<file path="src/rtl/conv_stream_pkg.sv">
// Shared types and elaboration-time helpers for the activation streamer.
package conv_stream_pkg;

    typedef enum logic [1:0] {
        IDLE,
        RUN,
        DRAIN
    } state_e;

    // Border padding on each side of a window; the kernel is always odd.
    function automatic int pad_offset(input int k);
        return k / 2;
    endfunction

    // Width of a loop counter that runs 0..n-1 (at least one bit).
    function automatic int cnt_width(input int n);
        return (n <= 1) ? 1 : $clog2(n);
    endfunction

    // Signed coordinate width with room for the negative padding offsets.
    function automatic int coord_width(input int w, input int h);
        return $clog2((w > h) ? w : h) + 2;
    endfunction

    // Words emitted by one full feature-map pass.
    function automatic int total_words(input int w, input int h, input int c, input int k);
        return w * h * k * k * c;
    endfunction

endpackage

</file>
<file path="src/rtl/stream_fifo2.sv">
// Two-entry output FIFO carrying an activation word and its end-of-pass tag.
module stream_fifo2 #(
    parameter int unsigned DATA_WIDTH = 16
) (
    input  logic                  clk,
    input  logic                  arst_in,
    input  logic                  push,
    input  logic [DATA_WIDTH-1:0] push_data,
    input  logic                  push_last,
    input  logic                  pop,
    output logic [1:0]            count,
    output logic [DATA_WIDTH-1:0] head_data,
    output logic                  head_last
);

    logic [DATA_WIDTH-1:0] data_q [2];
    logic                  last_q [2];
    logic                  wr_ptr_q;
    logic                  rd_ptr_q;
    logic [1:0]            count_q;
    logic                  do_push;
    logic                  do_pop;

    assign do_pop  = pop && (count_q != 2'd0);
    assign do_push = push && ((count_q != 2'd2) || do_pop);

    // Storage, pointers and occupancy; push and pop may coincide.
    always_ff @(posedge clk or posedge arst_in) begin
        if (arst_in) begin
            data_q[0] <= '0;
            data_q[1] <= '0;
            last_q[0] <= 1'b0;
            last_q[1] <= 1'b0;
            wr_ptr_q  <= 1'b0;
            rd_ptr_q  <= 1'b0;
            count_q   <= 2'd0;
        end else begin
            if (do_push) begin
                data_q[wr_ptr_q] <= push_data;
                last_q[wr_ptr_q] <= push_last;
                wr_ptr_q         <= ~wr_ptr_q;
            end
            if (do_pop) begin
                rd_ptr_q <= ~rd_ptr_q;
            end
            count_q <= count_q + {1'b0, do_push} - {1'b0, do_pop};
        end
    end

    assign count     = count_q;
    assign head_data = data_q[rd_ptr_q];
    assign head_last = last_q[rd_ptr_q];

endmodule

</file>
<file path="src/rtl/conv_act_streamer.sv">
// Streams the feature map from external memory as im2col windows with zero padding.
module conv_act_streamer #(
    parameter int unsigned DATA_WIDTH         = 16,
    parameter int unsigned EXT_MEM_WIDTH      = 32,
    parameter int unsigned ADDR_WIDTH         = 20,
    parameter int unsigned FEATURE_MAP_WIDTH  = 128,
    parameter int unsigned FEATURE_MAP_HEIGHT = 128,
    parameter int unsigned INPUT_NB_CHANNELS  = 2,
    parameter int unsigned KERNEL_SIZE        = 3
) (
    input  logic                     clk,
    input  logic                     arst_in,
    input  logic                     start,
    input  logic [ADDR_WIDTH-1:0]    base_addr,
    output logic                     busy,
    output logic                     done,
    output logic                     mem_re,
    output logic [ADDR_WIDTH-1:0]    mem_addr,
    input  logic [EXT_MEM_WIDTH-1:0] mem_rdata,
    output logic [DATA_WIDTH-1:0]    a_input,
    output logic                     a_valid,
    input  logic                     a_ready,
    output logic                     a_last
);

    import conv_stream_pkg::*;

    localparam int XW  = cnt_width(FEATURE_MAP_WIDTH);
    localparam int YW  = cnt_width(FEATURE_MAP_HEIGHT);
    localparam int KW  = cnt_width(KERNEL_SIZE);
    localparam int CHW = cnt_width(INPUT_NB_CHANNELS);
    localparam int CW  = coord_width(FEATURE_MAP_WIDTH, FEATURE_MAP_HEIGHT);
    localparam int PAD = pad_offset(KERNEL_SIZE);

    localparam logic [XW-1:0]  X_MAX  = XW'(FEATURE_MAP_WIDTH - 1);
    localparam logic [YW-1:0]  Y_MAX  = YW'(FEATURE_MAP_HEIGHT - 1);
    localparam logic [KW-1:0]  K_MAX  = KW'(KERNEL_SIZE - 1);
    localparam logic [CHW-1:0] CH_MAX = CHW'(INPUT_NB_CHANNELS - 1);

    localparam logic signed [CW-1:0] W_S   = CW'(FEATURE_MAP_WIDTH);
    localparam logic signed [CW-1:0] H_S   = CW'(FEATURE_MAP_HEIGHT);
    localparam logic signed [CW-1:0] PAD_S = CW'(PAD);

    state_e                state_q;
    logic [ADDR_WIDTH-1:0] base_q;
    logic [YW-1:0]         y_q;
    logic [XW-1:0]         x_q;
    logic [KW-1:0]         ky_q;
    logic [KW-1:0]         kx_q;
    logic [CHW-1:0]        ch_q;
    logic                  done_q;

    // One-deep issue pipeline: a slot in flight, whether it is padding, and the end tag.
    logic                  inflight_q;
    logic                  pad_q;
    logic                  tag_last_q;

    logic [1:0]            fifo_count;
    logic [DATA_WIDTH-1:0] head_data;
    logic                  head_last;
    logic [DATA_WIDTH-1:0] push_data;

    logic                  pop;
    logic                  allow;
    logic                  issue;
    logic                  last_elem;
    logic                  drain_ok;
    logic signed [CW-1:0]  iy;
    logic signed [CW-1:0]  ix;
    logic                  in_bounds;
    logic [ADDR_WIDTH-1:0] word_addr;
    logic                  unused_rdata;

    assign unused_rdata = ^mem_rdata[EXT_MEM_WIDTH-1:DATA_WIDTH];

    assign pop   = a_valid && a_ready;
    // Occupancy after this cycle's pop must leave room for the slot issued now.
    assign allow = ({1'b0, fifo_count} + {2'b00, inflight_q}) < (3'd2 + {2'b00, pop});
    assign issue = (state_q == RUN) && allow;

    assign last_elem = (y_q == Y_MAX) && (x_q == X_MAX) && (ky_q == K_MAX) &&
                       (kx_q == K_MAX) && (ch_q == CH_MAX);

    // Nothing left once the FIFO empties this cycle with no slot in flight.
    assign drain_ok = !inflight_q &&
                      ((fifo_count == 2'd0) || ((fifo_count == 2'd1) && pop));

    // Window coordinates, border test and wrapped word address of the current slot.
    always_comb begin
        iy = $signed(CW'(y_q)) + $signed(CW'(ky_q)) - PAD_S;
        ix = $signed(CW'(x_q)) + $signed(CW'(kx_q)) - PAD_S;
        in_bounds = !iy[CW-1] && (iy < H_S) && !ix[CW-1] && (ix < W_S);
        word_addr = base_q
                  + ADDR_WIDTH'($unsigned(iy)) * ADDR_WIDTH'(FEATURE_MAP_WIDTH)
                    * ADDR_WIDTH'(INPUT_NB_CHANNELS)
                  + ADDR_WIDTH'($unsigned(ix)) * ADDR_WIDTH'(INPUT_NB_CHANNELS)
                  + ADDR_WIDTH'(ch_q);
    end

    assign mem_re   = issue && in_bounds;
    assign mem_addr = mem_re ? word_addr : '0;

    // FSM, loop counters and the registered done pulse.
    always_ff @(posedge clk or posedge arst_in) begin
        if (arst_in) begin
            state_q <= IDLE;
            base_q  <= '0;
            y_q     <= '0;
            x_q     <= '0;
            ky_q    <= '0;
            kx_q    <= '0;
            ch_q    <= '0;
            done_q  <= 1'b0;
        end else begin
            done_q <= 1'b0;
            case (state_q)
                IDLE: begin
                    if (start) begin
                        base_q  <= base_addr;
                        y_q     <= '0;
                        x_q     <= '0;
                        ky_q    <= '0;
                        kx_q    <= '0;
                        ch_q    <= '0;
                        state_q <= RUN;
                    end
                end
                RUN: begin
                    if (issue) begin
                        if (ch_q != CH_MAX) begin
                            ch_q <= ch_q + 1'b1;
                        end else begin
                            ch_q <= '0;
                            if (kx_q != K_MAX) begin
                                kx_q <= kx_q + 1'b1;
                            end else begin
                                kx_q <= '0;
                                if (ky_q != K_MAX) begin
                                    ky_q <= ky_q + 1'b1;
                                end else begin
                                    ky_q <= '0;
                                    if (x_q != X_MAX) begin
                                        x_q <= x_q + 1'b1;
                                    end else begin
                                        x_q <= '0;
                                        y_q <= (y_q == Y_MAX) ? '0 : y_q + 1'b1;
                                    end
                                end
                            end
                        end
                        if (last_elem) begin
                            state_q <= DRAIN;
                        end
                    end
                end
                DRAIN: begin
                    if (drain_ok) begin
                        done_q  <= 1'b1;
                        state_q <= IDLE;
                    end
                end
                default: state_q <= IDLE;
            endcase
        end
    end

    // Track the slot issued last cycle so its data (or zero) lands in the FIFO in order.
    always_ff @(posedge clk or posedge arst_in) begin
        if (arst_in) begin
            inflight_q <= 1'b0;
            pad_q      <= 1'b0;
            tag_last_q <= 1'b0;
        end else begin
            inflight_q <= issue;
            pad_q      <= issue && !in_bounds;
            tag_last_q <= issue && last_elem;
        end
    end

    assign push_data = pad_q ? '0 : mem_rdata[DATA_WIDTH-1:0];

    stream_fifo2 #(
        .DATA_WIDTH(DATA_WIDTH)
    ) u_fifo (
        .clk       (clk),
        .arst_in   (arst_in),
        .push      (inflight_q),
        .push_data (push_data),
        .push_last (tag_last_q),
        .pop       (pop),
        .count     (fifo_count),
        .head_data (head_data),
        .head_last (head_last)
    );

    assign busy    = (state_q != IDLE);
    assign done    = done_q;
    assign a_valid = (fifo_count != 2'd0);
    assign a_input = head_data;
    assign a_last  = a_valid && head_last;

endmodule
</file>
<file path="config.mk">
export PLATFORM = sky130hd
export DESIGN_NAME = conv_act_streamer
export DESIGN_NICKNAME = d
export VERILOG_FILES = /design/src/rtl/conv_stream_pkg.sv /design/src/rtl/stream_fifo2.sv /design/src/rtl/conv_act_streamer.sv
export SDC_FILE = /design/constraint.sdc
export NUM_CORES = 1
export LEC_CHECK = 0
export CELL_PAD_IN_SITES_DETAIL_PLACEMENT = 1
export CELL_PAD_IN_SITES_GLOBAL_PLACEMENT = 2
export CORE_ASPECT_RATIO = 1.75
export CORE_MARGIN = 2
export CORE_UTILIZATION = 36
export DETAILED_ROUTE_END_ITERATION = 10
export HOLD_SLACK_MARGIN = 0.08
export PLACE_DENSITY_LB_ADDON = 0.1
export SLEW_MARGIN = 20
export SYNTH_ARGS = -nofsm -noshare
export SYNTH_HDL_FRONTEND = slang
export SYNTH_SLANG_ARGS = --single-unit
</file>
<file path="constraint.sdc">
create_clock -name clk -period 10.2 [get_ports clk]
set_input_delay 1.02 -clock clk [delete_from_list [all_inputs] [get_ports clk]]
set_output_delay 1.02 -clock clk [all_outputs]
set_load 0.01 [all_outputs]
</file>
==> metrics.txt, run 1 <==
status=completed; Fmax achieved=157 MHz; dpl hpwl=12200 um; Final Hold Vio Count=0; Reg clk slew, reported paths=0.07 ns; post-CTS setup buffer count=0; Yosys top cell area share=35.4%; met2 Track Usage GR=35.6%; TritonCTS clock tree=built; core area=0.0160 mm2; Vias/cell=5.28; synthesized area per cell=9.06 um2; Design Area, Final=0.00713 mm2; Min Hold Slack=slightly below 0.5 ns; prevailing post-synth register cell=dfrtp_1; initial antenna violation count=0; Routed Wire Length=15400 um; Slew @ Worst Pin=slightly above 1 ns; H-Tree Level Count=3; clock skew=0.0108 ns; Detailed Routing Iterations Pass 1=4; Syn. warnings=0; RR Endpoint=pad_q; r2r setup slk=roughly 7.3 ns; Synth Instances=647; worst-skew pair later-pin latency=0.34 ns; syn nets=770; GR Util met1=20.2%; Rel. slew slack=32.8%; R2R cell count=11; fillers=roughly 1800; Data required, critical path=9.18 ns; largest net degree at the start of global routing=46; GRT Overall Usage=18.5%; Yosys reg bits=83; Hold Path Origin=u_fifo.data_q[13]; Commonest cells post-synth=dfrtp_1 (83), o21ai_0 (75), inv_1 (65), ha_1 (62), nand2_1 (59); CP Max Fanout=6; arrival time at the worst endpoint=5.34 ns; area grow syn2layout=21.7%; Slew Viols, Final=0; total gr overflow=0; clock root buffer=clkbuf_16; period utilization=62.3%; Most Crowded Layer GR=met2; MaxCap Viol Count=0; CTS buffer count=9; Setup crit end kind=output port; critical path type=register to output port; Async SR Flop Fraction=100%; via count=4823; Final ANT Viol Nets=0; die area=0.0174 mm2; Placer Congestion=0.815; Yosys top cell by area=dfrtp_1; DRC errors left=0; Yosys cell types=61; first-pass GRT wire length=25700 um; clk buf depth=2; Post-Synthesis Cell Area=0.00586 mm2; Fin Setup TNS=0 ns; grt met3 use=2.75%; Layout Nets=around 840; num rows=61; Hold WC Path Type=register to register; min cycle time layout=6.36 ns; # setup viols final=0; Initial Util=36.7%; Hold Path Cell Cnt=2; clock sink total=83; post_cts resized=0; startpoint types=register; WL/cell=16.9 um; Die W=100 um; hold_buf cts=0; Port-buffer cells=80; share of layout cells above drive strength 1=8.01%; drt first-iter violations=about 120; RSZ-0062 raised after global routing=false; die span in y=roughly 170 um; ant diodes=0; EDFF count, synth=0; count leader, synth=dfrtp_1; largest cells by area after synthesis=dfrtp_1 (35%), ha_1 (13%), o21ai_0 (6.4%); vias in the first global route=approximately 5300; R2R Path Start=ky_q[1]; worst hold endpoint=u_fifo.data_q[13]; Seq/Total Area, Yosys=between 30% and 40%; Top-Level Pins=97; Post-DP Area=0.00682 mm2
## cell usage in the layout, fill, tap and decap left out, types with 7 or more instances in the layout
| master | instances |
|---|---|
| dfrtp_1 | 82 |
| clkdlybuf4s50_1 | 80 |
| o21ai_0 | 75 |
| inv_1 | 64 |
| ha_1 | 62 |
| nand2_1 | 59 |
| nor2_1 | 32 |
| a21oi_1 | 25 |
| nand2b_1 | 24 |
| mux2_2 | 20 |
| mux2i_1 | 18 |
| nor3_1 | 14 |
| a21o_1 | 13 |
| nand3_1 | 10 |
| xnor2_1 | 10 |
| clkbuf_16 | 9 |
| and3_1 | 8 |
| a211oi_1 | 7 |
## registers in the layout, summed over array words and instances, names as in the netlist, 2 cells and up
name and cells:
kx_q 2, u_fifo.count 2, ky_q 2, base_q 20, state_q 2, u_fifo.data_q 32
y_q 7, x_q 7, u_fifo.last_q 2
## layout make-up
| type | instances | area (um2) | share of cell area, % |
|---|---|---|---|
| clock buffers | 10 | 239 | 3.35 |
| clock inverters | 6 | 72.6 | 1.02 |
| inverters | 65 | 245 | 3.44 |
| multi-input cells | 476 | 3430 | 48.1 |
| flip-flops and latches | 83 | 2080 | 29.1 |
| well taps | 189 | 236 | 3.32 |
| repair buffers | 84 | 831 | 11.6 |
## routing by layer
layer,up-vias,share of wire [%]
met1,2358,40
li1,2392,-
met5,-,0
met2,62,56
met4,0,1.5
met3,11,2.2
## through the flow
step	instances	utilization, %	setup slack [ns]
5_1_grt	913	44.7	3.54
4_1_cts	913	44.7	3.77
3_5_place_dp	897	42.7	4.20
3_3_place_gp	897	42.7	4.18
2_1_floorplan	647	-	5.21
6_report	913	44.7	3.84
## cells by family (layout without fill, tap and decap cells)
family                     Yosys count  in the layout  synth area share [%]
adders and majority gates           67             67                  14.9
and+or+nand+nor                    192            192                  16.9
DFF                                 83             83                  35.4
AOI/OAI and AO/OA                  163            163                  17.3
muxes                               38             38                  6.92
buffers and inverters               88            165                  6.11
xor gates and xnor gates            16             16                  2.39
## worst max-delay path, stage by stage, from the launching register on
cell	delay [ns]
dfrtp_1	0.40
inv_1	0.07
ha_1	0.27
inv_1	0.04
ha_1	0.23
fa_1	0.45
a211oi_2	0.30
nor4_2	0.08
nor3_1	0.30
fa_1	0.47
ha_1	0.38
a21o_1	0.24
nor3_1	0.12
and3_1	0.22
o31ai_1	0.13
a311oi_1	0.41
mux2_2	0.41
clkdlybuf4s50_1	0.48
## worst max-delay path by stage
stage          slack (ns)      endpoint  startpoint  cells after the start
5_1_grt              3.54  mem_addr[15]     kx_q[1]                     17
3_3_place_gp         4.18  mem_addr[15]     kx_q[1]                     17
3_5_place_dp         4.20  mem_addr[19]     ky_q[1]                     17
2_1_floorplan        5.21  mem_addr[15]     kx_q[1]                     16
6_report             3.84  mem_addr[15]     kx_q[1]                     17
4_1_cts              3.77  mem_addr[15]     kx_q[1]                     17
Power of run 1 is left out: the tool's default activity adds up to more than one toggle a clock period on the data nets, which glitch-free logic cannot reach.
==> run 2, diff against run 1 <==
--- a/config.mk
+++ b/config.mk
@@ -9,7 +9,7 @@
 export CELL_PAD_IN_SITES_GLOBAL_PLACEMENT = 2
 export CORE_ASPECT_RATIO = 1.75
 export CORE_MARGIN = 2
-export CORE_UTILIZATION = 36
+export CORE_UTILIZATION = 30
 export DETAILED_ROUTE_END_ITERATION = 10
 export HOLD_SLACK_MARGIN = 0.08
 export PLACE_DENSITY_LB_ADDON = 0.1
==> constraint.sdc (replaced) <==
create_clock -name clk -period 5.23 [get_ports clk]
set_input_delay 0.523 -clock clk [delete_from_list [all_inputs] [get_ports clk]]
set_output_delay 0.523 -clock clk [all_outputs]
set_load 0.01 [all_outputs]
==> metrics.txt, run 2 (synthesis gave the netlist of run 1 again) <==
critical path type=register to output port; Worst path top cell family by delay=adder cells; MaxCap Viol Count=0 (unchanged); first-pass GRT wire length=27200 um (+6.0%); num rows=67 (+9.8%); Placer Congestion=0.782 (-4.0%); most common cell after layout, fill and taps aside=dfrtp_1; clock sink total=83 (unchanged); Reg clk slew, reported paths=0.06 ns (about the same); post-CTS setup buffer count=0 (unchanged); Fmax achieved=just over 200 MHz; Routed Wire Length=16500 um (+7.3%); CTS buffer count=9 (unchanged); worst-skew pair later-pin latency=0.34 ns (about the same); H-Tree Level Count=3 (unchanged); fillers=2200 (+19%); die area=0.0207 mm2 (+19%); clock skew=0.00808 ns (-0.00276 ns); WL/cell=16.9 um (about the same); top flop regs=u_fifo.data_q (32), base_q (20); Worst path most repeated cell=inv_1; Worst Path Buf+Inv=3 (unchanged); largest register by flop count=u_fifo.data_q; die span in y=189 um (+9.3%); clk buf depth=2 (unchanged); ant diodes=0 (unchanged); GRT Overall Usage=16.9% (-1.6 points); initial antenna violation count=0 (unchanged); largest net degree at the start of global routing=45 (-2.2%); drt first-iter violations=99 (-16%); Die W=110 um (+9.2%); period utilization=94.7%; setup ws final=0.276 ns (-3.57 ns); total gr overflow=0 (unchanged); via count=4894 (+1.5%); Vias/cell=5.00 (-5.4%); Setup crit end kind=output port; CP max stage cell=fa_1; Initial Util=30.5% (-6.2 points); Layout Nets=857 (+1.8%); min cycle time layout=4.95 ns; area grow syn2layout=26.2%; Port-buffer cells=80 (unchanged); R2R cell count=11 (unchanged); number of flip-flops in the largest register=32 (unchanged); arrival time at the worst endpoint=4.43 ns (-0.91 ns); Slew @ Worst Pin=0.763 ns (-0.242 ns); TritonCTS clock tree=built; CP Depth=16 (-1); clock root buffer=clkbuf_16; Place WS=-0.0272 ns (-4.22 ns); Final ANT Viol Nets=0 (unchanged); Final Hold Vio Count=0 (unchanged); Detailed Routing Iterations Pass 1=4 (unchanged); vias in the first global route=5429 (+2.8%); # setup viols final=0 (unchanged); commonest non-fill, non-tap cells in the layout=dfrtp_1 (82), o21ai_0 (72), clkdlybuf4s50_1 (69); hold_buf cts=0 (unchanged); slowest stage delay, CP=0.50 ns (+0.02 ns); status=completed; Critical Path, Cell by Cell=inv_1 > ha_1 > inv_1 > ha_2 > fa_2 > a211oi_4 > nor4_2 > nor3_2 > fa_1 > ha_4 > a21o_1 > o311a_1 > o2111ai_1 > a31oi_1 > nor3_1 > dlygate4sd1_1; Slew Viols, Final=0 (unchanged); CP Max Fanout=4 (-2); Rel. slew slack=49.1% (+16 points); Data required, critical path=4.71 ns (-4.47 ns); startpoint types=register; core area=0.0192 mm2 (+20%); DRC errors left=0 (unchanged); Hold WC Path Type=register to register; Fin Setup TNS=0 ns (unchanged); Hold Path Cell Cnt=2 (unchanged); Top-Level Pins=97 (unchanged); share of layout cells above drive strength 1=13.1% (+5.1 points); dpl hpwl=13000 um (+7.2%)
run 2: cell count changes in the layout (fill, tap and decap cells not counted), moves of 3 or more:
cell	previous run	this run
ha_1	62	57
nor3_1	14	9
o21ai_0	75	72
ha_2	0	4
clkdlybuf4s50_1	80	69
a21oi_2	0	3
buf_4	4	19
clkinv_2	2	5
dlygate4sd2_1	0	5
a21oi_1	25	22
nor3_2	0	5
dlymetal6s2s_1	0	4
o21ai_2	2	5
run 2: what timing repair did:
action | CTS | global route
pin swaps | 7 | 10
resized for setup | 22 | 22
setup endpoints to repair | 11 | 7
run 2: area by class of cell:
| type | instances | area [um2] | area share, % |
|---|---|---|---|
| multi-input cells | 476 | 3550 | 48.0 |
| clock buffers | 9 | 225 | 3.05 |
| repair buffers | 99 | 941 | 12.7 |
| flip-flops and latches | 83 | 2080 | 28.1 |
| inverters | 65 | 245 | 3.32 |
| well taps | 241 | 302 | 4.08 |
| clock inverters | 6 | 57.6 | 0.778 |
run 2: tightest hold or removal path: stages (launching register included):
cell and delay (ns):
dfrtp_1 0.34, nand2_1 0.04, o21ai_0 0.06
run 2: per-stage QoR:
stage	hold WS, ns	std cells	area [um2]	utilization [%]
6_report	0.487	979	7400	38.5
5_1_grt	0.521	979	7400	38.5
4_1_cts	0.492	979	7340	38.2
3_5_place_dp	0.478	964	7000	36.4
3_3_place_gp	0.462	964	7000	36.4
2_1_floorplan	0.450	647	5860	-
run 2: worst paths after layout:
| kind | from | end | slack [ns] |
|---|---|---|---|
| worst max-delay path | x_q[1] | mem_addr[19] | 0.28 |
| worst min-delay path | u_fifo.data_q[0] | u_fifo.data_q[0] | 0.49 |
| worst max register to register | ky_q[1] | pad_q | 2.57 |
| worst min register to register | u_fifo.data_q[0] | u_fifo.data_q[0] | 0.49 |
| max in group asynchronous | arst_in | u_fifo.rd_ptr_q | 3.54 |
| min in group asynchronous | arst_in | u_fifo.data_q[30] | 0.60 |
run 2: metal layers:
layer / vias up / track usage, % / share of wire [%]
met2: 52 / 32.4 / 56
met3: 18 / 2.31 / 2.6
li1: 2423 / - / -
met4: 0 / 5.45 / 1.7
met1: 2401 / 18.4 / 40
met5: - / 0 / 0
Power of run 2 is left out for the same reason.
==> run 3, diff against run 2 <==
--- a/config.mk
+++ b/config.mk
@@ -8,12 +8,10 @@
 export CELL_PAD_IN_SITES_DETAIL_PLACEMENT = 1
 export CELL_PAD_IN_SITES_GLOBAL_PLACEMENT = 2
 export CORE_ASPECT_RATIO = 1.75
-export CORE_MARGIN = 2
 export CORE_UTILIZATION = 30
 export DETAILED_ROUTE_END_ITERATION = 10
 export HOLD_SLACK_MARGIN = 0.08
 export PLACE_DENSITY_LB_ADDON = 0.1
-export SLEW_MARGIN = 20
 export SYNTH_ARGS = -nofsm -noshare
 export SYNTH_HDL_FRONTEND = slang
 export SYNTH_SLANG_ARGS = --single-unit
==> metrics.txt, run 3 (synthesis gave the netlist of run 1 again) <==
status=completed; DRC errors left=0 (unchanged); R2R cell count=12 (+1); Placer Congestion=0.742 (-5.1%); initial antenna violation count=0 (unchanged); Detailed Routing Iterations Pass 1=4 (unchanged); Initial Util=30.7% (+0.13 points); via count=4914 (+0.41%); Port-buffer cells=80 (unchanged); number of flip-flops in the largest register=32 (unchanged); largest register by flop count=u_fifo.data_q; Hold Path Origin=u_fifo.data_q[6]; GR Util met1=18.4% (-0.019 points); Hold WC Path Type=register to register; Most Crowded Layer GR=met2; critical path type=register to output port; Setup crit end kind=output port; WL/cell=16.9 um (-0.27%); vias in the first global route=5314 (-2.1%); grt met3 use=2.30% (-0.0067 points); Rel. slew slack=30.2% (-19 points); # placed instances=966 (+0.21%); dpl hpwl=13000 um (-0.26%); # setup viols final=0 (unchanged); RR Endpoint=pad_q; TritonCTS clock tree=built; H-Tree Level Count=3 (unchanged); Hold Path Cell Cnt=2 (unchanged); MaxCap Viol Count=0 (unchanged); Reg clk slew, reported paths=0.06 ns (about the same); fillers=2247 (+2.1%); CP Max Fanout=9 (+5); Final Hold Vio Count=0 (unchanged); Top-Level Pins=97 (unchanged); most common cell after layout, fill and taps aside=dfrtp_1; hold_buf cts=0 (unchanged); GRT Overall Usage=17.2% (+0.35 points); Fmax achieved=197 MHz (-2.2%); RSZ-0062 raised after global routing=true; core area=0.0191 mm2 (-0.44%); Final ANT Viol Nets=0 (unchanged); area of the multi-input gates=0.00357 mm2 (+0.53%); r2r setup slk=2.51 ns (-0.06 ns); startpoint types=register; share of layout cells above drive strength 1=13.2% (+0.046 points); clock skew=0.00833 ns (+0.000255 ns); clk buf depth=2 (unchanged); largest net degree at the start of global routing=46 (+2.2%); area grow syn2layout=26.9%; Data required, critical path=4.71 ns (about the same); arrival time at the worst endpoint=4.54 ns (+0.11 ns); num rows=67 (unchanged); Post-Layout Cell Count=984 (+0.51%); Die W=108 um (-1.8%); die span in y=187 um (-1.1%); first-pass GRT wire length=26900 um (-1.3%); min cycle time layout=5.07 ns (+0.112 ns); total gr overflow=0 (unchanged); met2 Track Usage GR=33.3% (+0.95 points); worst hold endpoint=u_fifo.data_q[6]; commonest non-fill, non-tap cells in the layout=dfrtp_1 (83), o21ai_0 (71), clkdlybuf4s50_1 (70); Min Hold Slack=0.486 ns (-0.000525 ns); Routed Wire Length=16600 um (+0.24%); R2R Path Start=x_q[1]; ant diodes=0 (unchanged); die area=0.0201 mm2 (-2.9%); Slew Viols, Final=0 (unchanged); top flop regs=u_fifo.data_q (32), base_q (20); Layout Nets=861 (+0.47%); Slew @ Worst Pin=1.05 ns (+0.284 ns); clock root buffer=clkbuf_16; register cell area after layout=0.00208 mm2 (about the same); drt first-iter violations=126 (+27%); clock sink total=83 (unchanged); Vias/cell=4.99 (-0.10%); worst-skew pair later-pin latency=0.35 ns (about the same); CTS buffer count=9 (unchanged); period utilization=96.9% (+2.1 points)
run 3: cell count changes in the layout (fill, tap and decap cells not counted), sizes merged:
cell / delta
buf: +4
clkbuf: +3
clkdlybuf4s15: +2
clkinv: -2
dlymetal6s2s: -2
bufinv: -1
clkdlybuf4s50: +1
clkinvlp: +1
dlygate4sd1: -1
run 3: final cells by class:
type | instances | share of cell area (%)
Inverter | 65 | 3.30
Tap cell | 241 | 4.05
Sequential cell | 83 | 27.9
Multi-Input combinational cell | 476 | 47.9
Timing Repair Buffer | 103 | 13.0
Clock inverter | 4 | 0.336
Clock buffer | 12 | 3.45
run 3: critical path, stage by stage, from the launching register on:
cell and delay (ns):
dfrtp_1 0.35, inv_1 0.06, ha_1 0.27, inv_1 0.04, ha_1 0.22, fa_2 0.40, a211oi_4 0.26, buf_4 0.15
o21a_1 0.13, nor3_2 0.06, fa_1 0.45, ha_4 0.22, a21o_1 0.18, a221o_1 0.36, a21oi_2 0.17, o32ai_2 0.11
xnor2_1 0.13, nor2_1 0.08, clkdlybuf4s50_1 0.54
run 3: how the worst max path moves through the flow:
stage | to | startpoint | cells after the start
global route | mem_addr[17] | x_q[1] | 16
finish | mem_addr[17] | x_q[1] | 18
global placement | mem_addr[15] | x_q[1] | 17
CTS | mem_addr[15] | x_q[1] | 17
floorplan | mem_addr[15] | kx_q[1] | 16
detailed placement | mem_addr[15] | x_q[1] | 17
run 3: metrics by stage:
stage	instance area [um2]	setup WS, ns	TNS (ns)	util (%)
after global placement	7010	-0.00344	-0.00344	36.7
after global routing	7440	-0.0557	-0.105	38.9
final	7440	0.164	0	38.9
after detailed placement	7010	-0.162	-0.292	36.7
after floorplan	5860	0.735	0	-
after CTS	7350	-0.0186	-0.0186	38.4
run 3: metal layers:
metal  vias to the layer above  part of all wire, %  wire length [um]
met5                         -                    0                 0
met4                         0                  1.9               311
met3                        15                  2.4               402
met2                        58                   55              9190
met1                      2410                   40              6680
li1                       2431                    -                 -
run 3: what timing repair did:
action | CTS | global route
endpoints found under the setup margin | 11 | 10
pin swaps | 6 | 12
buffers inserted | 0 | 2
resized for setup | 24 | 21
Power of run 3 is left out for the same reason.
